[config.mk]
export PLATFORM = sky130hd
export DESIGN_NAME = regfile_wr_ctrl
export DESIGN_NICKNAME = d
export VERILOG_FILES = /design/src/rtl/regfile_wr_ctrl.sv
export SDC_FILE = /design/constraint.sdc
export NUM_CORES = 1
export LEC_CHECK = 0
export BUFFER_PORTS_ARGS = -buffer_cell sky130_fd_sc_hd__buf_2
export CORE_UTILIZATION = 25
export CTS_BUF_LIST = sky130_fd_sc_hd__clkbuf_16
export CTS_CLUSTER_DIAMETER = 40
export DETAILED_ROUTE_END_ITERATION = 8
export HOLD_SLACK_MARGIN = 0.05
export PLACE_DENSITY = 0.47
export SYNTH_ARGS = -nofsm -noshare
export SYNTH_HDL_FRONTEND = slang
export SYNTH_SLANG_ARGS = --single-unit
[constraint.sdc]
create_clock -name clk -period 4.5 [get_ports clk]
set_input_delay 0 -clock clk [delete_from_list [all_inputs] [get_ports clk]]
set_output_delay 0 -clock clk [all_outputs]
set_load 0.05 [all_outputs]
[src/rtl/regfile_wr_ctrl.sv]
// Write-port owner for the register file: zero-fills every register after reset, then
// round-robin arbitrates the ALU writeback (A) and load return (B) valid/ready requesters.
module regfile_wr_ctrl #(
   parameter int ADDR_W = 3,
   parameter int DATA_W = 32
) (
   input  logic              clk,
   input  logic              rst,
   input  logic              hold,
   input  logic              a_valid,
   input  logic [ADDR_W-1:0] a_addr,
   input  logic [DATA_W-1:0] a_data,
   output logic              a_ready,
   input  logic              b_valid,
   input  logic [ADDR_W-1:0] b_addr,
   input  logic [DATA_W-1:0] b_data,
   output logic              b_ready,
   output logic              rf_sto,
   output logic [ADDR_W-1:0] rf_waddr,
   output logic [DATA_W-1:0] rf_dataIn,
   output logic              init_done
);

   localparam int NREGS = 2**ADDR_W;

   typedef enum logic {ST_INIT, ST_RUN} state_t;
   typedef enum logic {RR_A, RR_B} rr_t;

   state_t            state_q, state_d;
   rr_t               rr_q, rr_d;
   logic [ADDR_W:0]   init_cnt_q, init_cnt_d;
   logic              rf_sto_q, rf_sto_d;
   logic [ADDR_W-1:0] rf_waddr_q, rf_waddr_d;
   logic [DATA_W-1:0] rf_data_q, rf_data_d;
   logic              init_done_q, init_done_d;

   logic a_accept;
   logic b_accept;

   assign a_accept = a_valid && a_ready;
   assign b_accept = b_valid && b_ready;

   always_comb begin
      state_d     = state_q;
      rr_d        = rr_q;
      init_cnt_d  = init_cnt_q;
      rf_sto_d    = 1'b0;
      rf_waddr_d  = rf_waddr_q;
      rf_data_d   = rf_data_q;
      init_done_d = init_done_q;
      a_ready     = 1'b0;
      b_ready     = 1'b0;

      case (state_q)
         ST_INIT: begin
            // The counter MSB sets exactly when all NREGS addresses have been written.
            if (!init_cnt_q[ADDR_W]) begin
               rf_sto_d   = 1'b1;
               rf_waddr_d = init_cnt_q[ADDR_W-1:0];
               rf_data_d  = '0;
               init_cnt_d = init_cnt_q + {{ADDR_W{1'b0}}, 1'b1};
            end else begin
               init_done_d = 1'b1;
               state_d     = ST_RUN;
            end
         end

         ST_RUN: begin
            a_ready = !hold && (!b_valid || (rr_q == RR_A));
            b_ready = !hold && (!a_valid || (rr_q == RR_B));

            // r0 is hard-wired zero: the handshake completes but the store is suppressed.
            if (a_accept) begin
               rf_sto_d   = (a_addr != '0);
               rf_waddr_d = a_addr;
               rf_data_d  = a_data;
               rr_d       = RR_B;
            end else if (b_accept) begin
               rf_sto_d   = (b_addr != '0);
               rf_waddr_d = b_addr;
               rf_data_d  = b_data;
               rr_d       = RR_A;
            end
         end

         default: begin
            state_d = ST_INIT;
         end
      endcase
   end

   always_ff @(posedge clk or negedge rst) begin
      if (!rst) begin
         state_q     <= ST_INIT;
         rr_q        <= RR_A;
         init_cnt_q  <= '0;
         rf_sto_q    <= 1'b0;
         rf_waddr_q  <= '0;
         rf_data_q   <= '0;
         init_done_q <= 1'b0;
      end else begin
         state_q     <= state_d;
         rr_q        <= rr_d;
         init_cnt_q  <= init_cnt_d;
         rf_sto_q    <= rf_sto_d;
         rf_waddr_q  <= rf_waddr_d;
         rf_data_q   <= rf_data_d;
         init_done_q <= init_done_d;
      end
   end

   assign rf_sto    = rf_sto_q;
   assign rf_waddr  = rf_waddr_q;
   assign rf_dataIn = rf_data_q;
   assign init_done = init_done_q;

endmodule
**After elaboration in Yosys (flattened, before gate mapping)**

Cells that the tools add are included.

- Bits of input ports: 75
- Bits in registers: 43
- Latch bits: 0
- Output and inout bits: 39
- Bits in read-only memories: 0
- Memories kept: 0
- RAM bits: 0

- Eq/ne operators: 2
- $mul: 0
- Reductions and logical operators: 16
- Bitwise operators: 3
- Shifts and indexed selects: 0
- Multiplexer cells: 19
- $add $sub $neg: 1
- Divide/modulo/power cells: 0
- Order comparisons: 0

Operator list:

| operator | count |
|---|---|
| $mux W32 | 3 |
| $pmux W32 S2 | 1 |
| $mux W1 | 9 |
| $mux W3 | 3 |
| $reduce_and A2 Y1 | 4 |
| $pmux W3 S2 | 1 |
| $reduce_bool A3 Y1 | 2 |
| $add A4 B1 Y4 const B | 1 |
| $logic_and A1 B1 Y1 | 4 |
| $mux W4 | 1 |
| $logic_not A1 Y1 | 3 |
| $ne A3 B1 Y1 const B | 1 |
| $not A1 Y1 | 3 |
| $logic_or A1 B1 Y1 | 2 |
| $ne A2 B2 Y1 const B | 1 |
| $pmux W1 S2 | 1 |
| $reduce_bool A2 Y1 | 1 |

**Longest topological paths before layout**

Gate-level depths: netlist of run 1.

- Depth in word-level cells: 8
- Depth in mapped cells: 6
- Gate-level depth less buffers: 4

**Worst setup path after synthesis of run 1**

OpenSTA, ideal clock, no wires.

- Path type: flip-flop to flip-flop
- Start: register state_q
- End: register rf_data_q[0], in the netlist rf_dataIn[0]
- Data arrival time: 1.999 ns
- Library setup time: 0.067 ns
- Period minus slack after synthesis: 2.067 ns
- Required time: 4.433 ns
- Stages on the path, launching flop included: 7
- Setup slack: 2.433 ns
- Path through: dfrtp_1 > nand2b_1 > a21oi_1 > and2_1 > clkbuf_1 > buf_2 > a221o_1

- Word-level cells in the longest chain between the ends: 4
- Elaborated cells between the ends (all ways): 10
- Classes of those cells: 2 x eq/ne; 4 x mux; 1 x bitwise; 3 x reduce/logical

RTL lines:

| what | line | text |
|---|---|---|
| from (decl) | 29 | `state_t state_q, state_d;` |
| from (signal assigned) | 102 | `state_q <= state_d;` |
| $mux W1 | 54 | `case (state_q)` |
| net b_ready | 17 | `output logic b_ready,` |
| $logic_and A1 B1 Y1 | 41 | `assign b_accept = b_valid && b_ready;` |
| $ne A3 B1 Y1 (no source line) | -- |  |
| $reduce_and A2 Y1 (no source line) | -- |  |
| to (signal assigned) | 107 | `rf_data_q <= rf_data_d;` |
| to (decl) | 34 | `logic [DATA_W-1:0] rf_data_q, rf_data_d;` |

The timed path passes the listed nets, and every way through them passes these cells.
A chain may end at the register's enable or synchronous reset.

**Worst setup path in the final report of run 1**

- Start: register state_q
- End: register rf_data_q[21], in the netlist rf_dataIn[21]

- Word-level cells in the longest chain between the ends: 4
- Elaborated cells between the ends (all ways): 10
- Classes of those cells: 2 x eq/ne; 4 x mux; 1 x bitwise; 3 x reduce/logical

RTL lines:

| what | line |
|---|---|
| $mux W1 | 54 |
| $logic_and A1 B1 Y1 (on tied branches) | 40, 41 |
| $mux W32 / $ne A3 B1 Y1 (equally long branches) | -- |
| $pmux W32 S2 / $reduce_and A2 Y1 (equally long branches) | -- |

Parallel ways exist; a longest one is shown, timed or not.

==> results of run 1 <==
worst max-delay path: stages (launching register included):
cell,delay [ps]
dfrtp_1,460
and2b_1,180
and3_1,890
and2_1,250
a221o_1,110
dlygate4sd3_1,550
cell usage after synthesis, types with 2 or more instances:
| cell | instances | area (um2) |
|---|---|---|
| a21o_1 | 2 | 15.0 |
| a21oi_1 | 2 | 10.0 |
| a221o_1 | 32 | 320 |
| a32oi_1 | 4 | 35.0 |
| and2_1 | 33 | 206 |
| buf_2 | 5 | 25.0 |
| buf_6 | 4 | 45.0 |
| clkbuf_1 | 3 | 11.3 |
| dfrtp_1 | 43 | 1080 |
| inv_1 | 5 | 18.8 |
| nand2_1 | 7 | 26.3 |
| nand2b_1 | 2 | 12.5 |
| nor2_1 | 2 | 7.51 |
| o21ai_0 | 2 | 10.0 |
per-stage QoR:
| stage | total power, W | hold slack (ps) | utilization, % | cell area [um2] |
|---|---|---|---|---|
| 2_1_floorplan | 0.000725 | -296 | - | 1950 |
| 3_5_place_dp | 0.000830 | 215 | 34.8 | 2560 |
| 4_1_cts | 0.00133 | 67.1 | 46.2 | 3410 |
| 5_1_grt | 0.00137 | 90.9 | 46.2 | 3410 |
| 6_report | 0.00131 | 72.3 | 46.2 | 3410 |
| 3_3_place_gp | 0.000829 | 221 | 34.8 | 2560 |
registers in the layout, indices dropped and copies added, names as in the netlist:
register    count
state_q         1
rf_dataIn      32
rr_q            1
rf_waddr        3
init_cnt_q      4
rf_sto          1
init_done       1
metal layers:
| layer | up-vias | part of all wire (%) |
|---|---|---|
| met4 | 0 | 0.93 |
| met3 | 4 | 4.9 |
| met1 | 930 | 43 |
| met5 | - | 0 |
| met2 | 61 | 51 |
| li1 | 958 | - |
worst paths after layout:
check                                from             to
worst max-delay path              state_q  rf_dataIn[21]
worst min-delay path            a_addr[2]         rf_sto
worst max register to register    state_q  rf_dataIn[21]
worst min register to register  init_done      init_done
max in group asynchronous             rst   rf_dataIn[3]
min in group asynchronous             rst  rf_dataIn[24]
layout by cell type (no fill, tap or decap), drive strengths merged, types with 2 or more instances in the layout:
master	n
dfrtp	43
a21o	2
and2	34
buf	114
nand2	7
nand2b	2
inv	5
nor2	2
clkinv	2
a221o	32
a21oi	2
o21ai	3
dlygate4sd3	68
a32oi	4
clkbuf	5
kinds of logic (layout without fill, tap and decap cells):
| logic type | count (synthesis) | in the layout | share of synthesized area [%] |
|---|---|---|---|
| AOI/OAI and AO/OA | 47 | 47 | 22.4 |
| xor gates and xnor gates | 1 | 1 | 0.450 |
| adders and majority gates | 1 | 1 | 0.643 |
| buffers and inverters | 17 | 195 | 5.14 |
| DFF | 43 | 43 | 55.3 |
| muxes | 1 | 1 | 0.579 |
| and+or+nand+nor | 51 | 51 | 15.5 |
cell type report:
cell class                      instances  area share [%]
Clock buffer                            5            3.67
Inverter                                5           0.551
Timing Repair Buffer                  182            36.8
Sequential cell                        43            31.6
Tap cell                               99            3.64
Multi-Input combinational cell        101            22.6
Clock inverter                          3            1.14
power by group:
group          total, W  internal, W  switching [W]
Clock          0.000406     0.000259       0.000147
Combinational  0.000445     0.000179       0.000266
Sequential     0.000463     0.000436      0.0000274
==> results.py, run 1 <==
metrics = {
    "timing": {
        "rsz0062_at_grt": "false",
        "tightest_slew_ps": 1090,
        "fin_skew_ps": 3.11,
        "fin_tns_setup_ps": 0,
        "slew_viol_final": 0,
        "hold_viol": 0,
        "max_slew_margin_pct": 27.4,
        "period_share_pct": 56.0,
        "setup_viol": 0,
        "setup_ws_ps": 1980,
        "period_minus_slack_ps": 2520,
        "fmax_ghz": 0.397,
    },
    "clocking": {
        "holdBufCountCts": 68,
        "cts_buffer_depth": 2,
        "insertion_delay_ps": 280,
        "cts_resized": 0,
        "cts_tree": "done",
        "cts_root_buf": "clkbuf_16",
        "cts_setup_buffers": 0,
        "clk_pin_slew_ps": 60,
        "h-tree-depth": 2,
        "cts_made_buffers": 5,
        "cts_sinks": 43,
    },
    "setup_path": {
        "path_max_fanout": 38,
        "required_ps": 4720,
        "r2r_cells": 5,
        "worstPathArrival_ps": 2740,
        "worst-setup-path-type": "reg2reg",
        "cp-end-kind": "flip-flop",
        "setup.worst_path.start_class": "flip-flop",
        "reg2reg_slack_ps": 1980,
    },
    "finish": {
        "ff_latch_area_um2": 1080,
        "multi_input_area_um2": 769,
        "synthToLayoutAreaGrowth_pct": 75.0,
        "layout-drive-gt1-share_pct": 36.6,
        "instances_no_fill": 438,
        "n_antenna_cell": 0,
        "fill_cells": 731,
        "fin_nets": 414,
    },
    "synth": {
        "synth_nets": 237,
        "synth-edff-count": 0,
        "seq_area_frac_synth_pct": 55.3,
        "ys_ff_latch": 43,
        "synthCells": 161,
        "syn_avg_cell_area_um2": 12.1,
        "ys.flop_type": "dfrtp_1",
        "synthArstFlopShare_pct": 100,
        "synth_area_um2": 1950,
        "synth.distinct_cells": 29,
        "ys.warnings.count": 0,
    },
    "floorplan": {
        "core_um2": 7370,
        "rows": 31,
        "dieArea_um2": 8140,
        "die_w_um": 90.2,
        "die_y_um": 90.2,
        "io_pins": 114,
        "start_util_pct": 26.4,
    },
    "global_route": {
        "grt_pass1_vias": 1978,
        "grt_util_met2_pct": 25.8,
        "grt-busiest-layer": "met2",
        "grtUsageMet1_pct": 16.9,
        "grt_util_met3_pct": 2.96,
        "grt_max_degree": 44,
        "groute.usage.overall_pct": 14.3,
        "grt_pass1_wl_um": 9390,
        "antenna_found_initial": 0,
        "grt.overflow.total": 0,
    },
    "routing": {
        "routed_wl_um": 5700,
        "drt.antenna.violating_nets": 0,
        "avgRoutedWirePerCell_um": 13.0,
        "drc": 0,
        "first_pass_iters": 4,
        "vias_per_cell": 4.46,
        "drt_iter0_drc": 42,
        "via_count": 1953,
    },
    "place": {
        "gp_congestion": 0.751,
        "io_buffer_count": 113,
        "dp_hpwl_um": 3520,
        "place_ws_ps": 2380,
        "dp.cells": 362,
    },
    "hold_path": {
        "min_path_type": "in2reg",
        "holdPathStages": 3,
    },
    "pwr": {
        "p_leak_nw": 1.70,
        "ir_drop_mv": 0.148,
        "power.density_nw_per_um2": 386,
    },
    "run_status": {
        "status": "complete, no violations",
    },
    "run": {
        "maxCapViolations": 0,
    },
}
(Power assumes the default switching activity.)
==> inputs of run 2 (changes only) <==
==> constraint.sdc (replaced) <==
create_clock -name clk -period 2.6 [get_ports clk]
set_input_delay 0 -clock clk [delete_from_list [all_inputs] [get_ports clk]]
set_output_delay 0 -clock clk [all_outputs]
set_load 0.05 [all_outputs]
==> run 2 against run 1 <==
Utilization decreased by 0.15 points. Via count decreased by 0.41%. Largest cell class unchanged. Critical endpoint is now rf_dataIn[0]. Sequential share of layout area increased by 0.10 points. Highest routed layer unchanged. Worst hold slack improved by 16 ps.
==> results.py, run 2 (synthesis gave the netlist of run 1 again) <==
metrics = {
    "timing": {
        "fin_skew_ps": 4.94,
        "tightest_slew_ps": 948,
        "fmax_ghz": 0.447,
        "timing.hold.ws_ps": 88.0,
        "fin_tns_setup_ps": 0,
        "max_slew_margin_pct": 36.8,
        "slew_viol_final": 0,
        "setup_viol": 0,
        "rsz0062_at_grt": "false",
        "hold_viol": 0,
        "period_share_pct": 86.1,
        "period_minus_slack_ps": 2240,
    },
    "clocking": {
        "clk_pin_slew_ps": 60,
        "cts_buffer_depth": 2,
        "cts_tree": "done",
        "cts_sinks": 43,
        "cts_made_buffers": 5,
        "h-tree-depth": 2,
        "insertion_delay_ps": 280,
        "cts_root_buf": "clkbuf_16",
    },
    "routing": {
        "vias_per_cell": 4.42,
        "via_count": 1945,
        "drt_iter0_drc": 53,
        "drt.antenna.violating_nets": 0,
        "avgRoutedWirePerCell_um": 13.0,
        "drc": 0,
        "first_pass_iters": 4,
        "routed_wl_um": 5710,
    },
    "finish": {
        "fin_util_pct": 46.1,
        "fin_nets": 416,
        "fin_area_um2": 3390,
        "largest_reg_flops": 32,
        "layout-drive-gt1-share_pct": 36.7,
        "fill_cells": 744,
        "synthToLayoutAreaGrowth_pct": 74.5,
        "layout_common_cells": "buf_2, dlygate4sd3_1, dfrtp_1, and2_1, a221o_1",
        "n_antenna_cell": 0,
        "layout_commonest_cell": "buf_2",
    },
    "setup_path": {
        "path_buf_inv": 2,
        "critical_path.top_delay_family": "buffers and inverters",
        "worst-setup-path-type": "reg2reg",
        "max_stage_delay_ps": 550,
        "r2r-end": "rf_dataIn[0]",
        "slowest_stage": "dlygate4sd3_1",
        "r2r-start": "state_q",
        "reg2reg_slack_ps": 360,
        "required_ps": 2810,
        "worstPathArrival_ps": 2450,
        "path_max_fanout": 17,
        "cp-end-kind": "flip-flop",
        "setup.worst_path.start_class": "flip-flop",
        "r2r_cells": 6,
        "crit_chain": "nand2b_1 > a21oi_1 > and2_2 > buf_4 > a221o_1 > dlygate4sd3_1",
    },
    "floorplan": {
        "io_pins": 114,
        "core_um2": 7370,
        "dieArea_um2": 8140,
        "rows": 31,
        "die_w_um": 90.2,
        "die_y_um": 90.2,
        "start_util_pct": 26.4,
    },
    "run_status": {
        "status": "complete, no violations",
    },
    "place": {
        "gp_congestion": 0.739,
        "placed_area_um2": 2580,
        "dp_hpwl_um": 3710,
        "io_buffer_count": 113,
    },
    "run": {
        "maxCapViolations": 0,
    },
    "global_route": {
        "grt_pass1_wl_um": 9560,
        "groute.usage.overall_pct": 14.6,
        "antenna_found_initial": 0,
        "grt.overflow.total": 0,
        "grt_pass1_vias": 2018,
        "grt_max_degree": 44,
    },
    "hold_path": {
        "min_path_type": "in2reg",
        "hold_start": "a_addr[0]",
        "hold_end": "rf_waddr[0]",
        "holdPathStages": 3,
    },
    "pwr": {
        "power.density_nw_per_um2": 636,
        "ir_drop_mv": 0.303,
        "p_leak_nw": 1.70,
        "p_total_w": 0.00216,
    },
}
==> run 2: cell type report <==
cell class	instances	area [um2]	share of cell area (%)
Timing Repair Buffer	184	1270	37.4
Sequential cell	43	1080	31.7
Multi-Input combinational cell	101	771	22.7
Clock buffer	5	125	3.69
Tap cell	99	124	3.65
Inverter	5	18.8	0.553
Clock inverter	3	11.3	0.332
==> run 2: how the worst max path moves through the flow <==
stage            start             to  slack, ps  depth (start not counted)
2_1_floorplan  state_q   rf_dataIn[0]        530                          6
6_report       state_q   rf_dataIn[0]        360                          6
4_1_cts        state_q  rf_dataIn[17]        150                          6
5_1_grt        state_q  rf_dataIn[18]        220                          5
3_5_place_dp   state_q   rf_dataIn[9]        700                          5
3_3_place_gp   state_q   rf_dataIn[0]        810                          5
==> run 2: routing by layer <==
layer | share of wire [%] | vias to the layer above | GRT usage, %
li1 | - | 966 | -
met1 | 44 | 914 | 17.5
met2 | 51 | 63 | 26.3
met3 | 4.5 | 2 | 3.30
met4 | 0.72 | 0 | 4.03
met5 | 0 | - | 0
==> run 2: timing repair <==
item                                    4_1_cts  5_1_grt
hold buffers                                 68        0
buffers inserted                              0        0
endpoints found under the hold margin        78        0
gates resized for setup                       0        1
endpoints found under the setup margin        0        4
==> run 2: tightest hold or removal path: stages <==
cell and delay (ps):
buf_2 90, a222oi_1 100, a2bb2oi_1 130
==> run 2: through the flow <==
step / setup slack (ps) / instances
after global placement: 810 / 364
after CTS: 147 / 440
final: 362 / 440
after global routing: 221 / 440
after detailed placement: 696 / 364
after floorplan: 533 / 161
==> run 2: power by group <==
| group | leakage (nW) | total, W | switching [W] | internal (W) |
|---|---|---|---|---|
| Combinational | 1.11 | 0.000772 | 0.000460 | 0.000312 |
| Clock | 0.0701 | 0.000584 | 0.000238 | 0.000346 |
| Sequential | 0.520 | 0.000802 | 0.0000479 | 0.000754 |
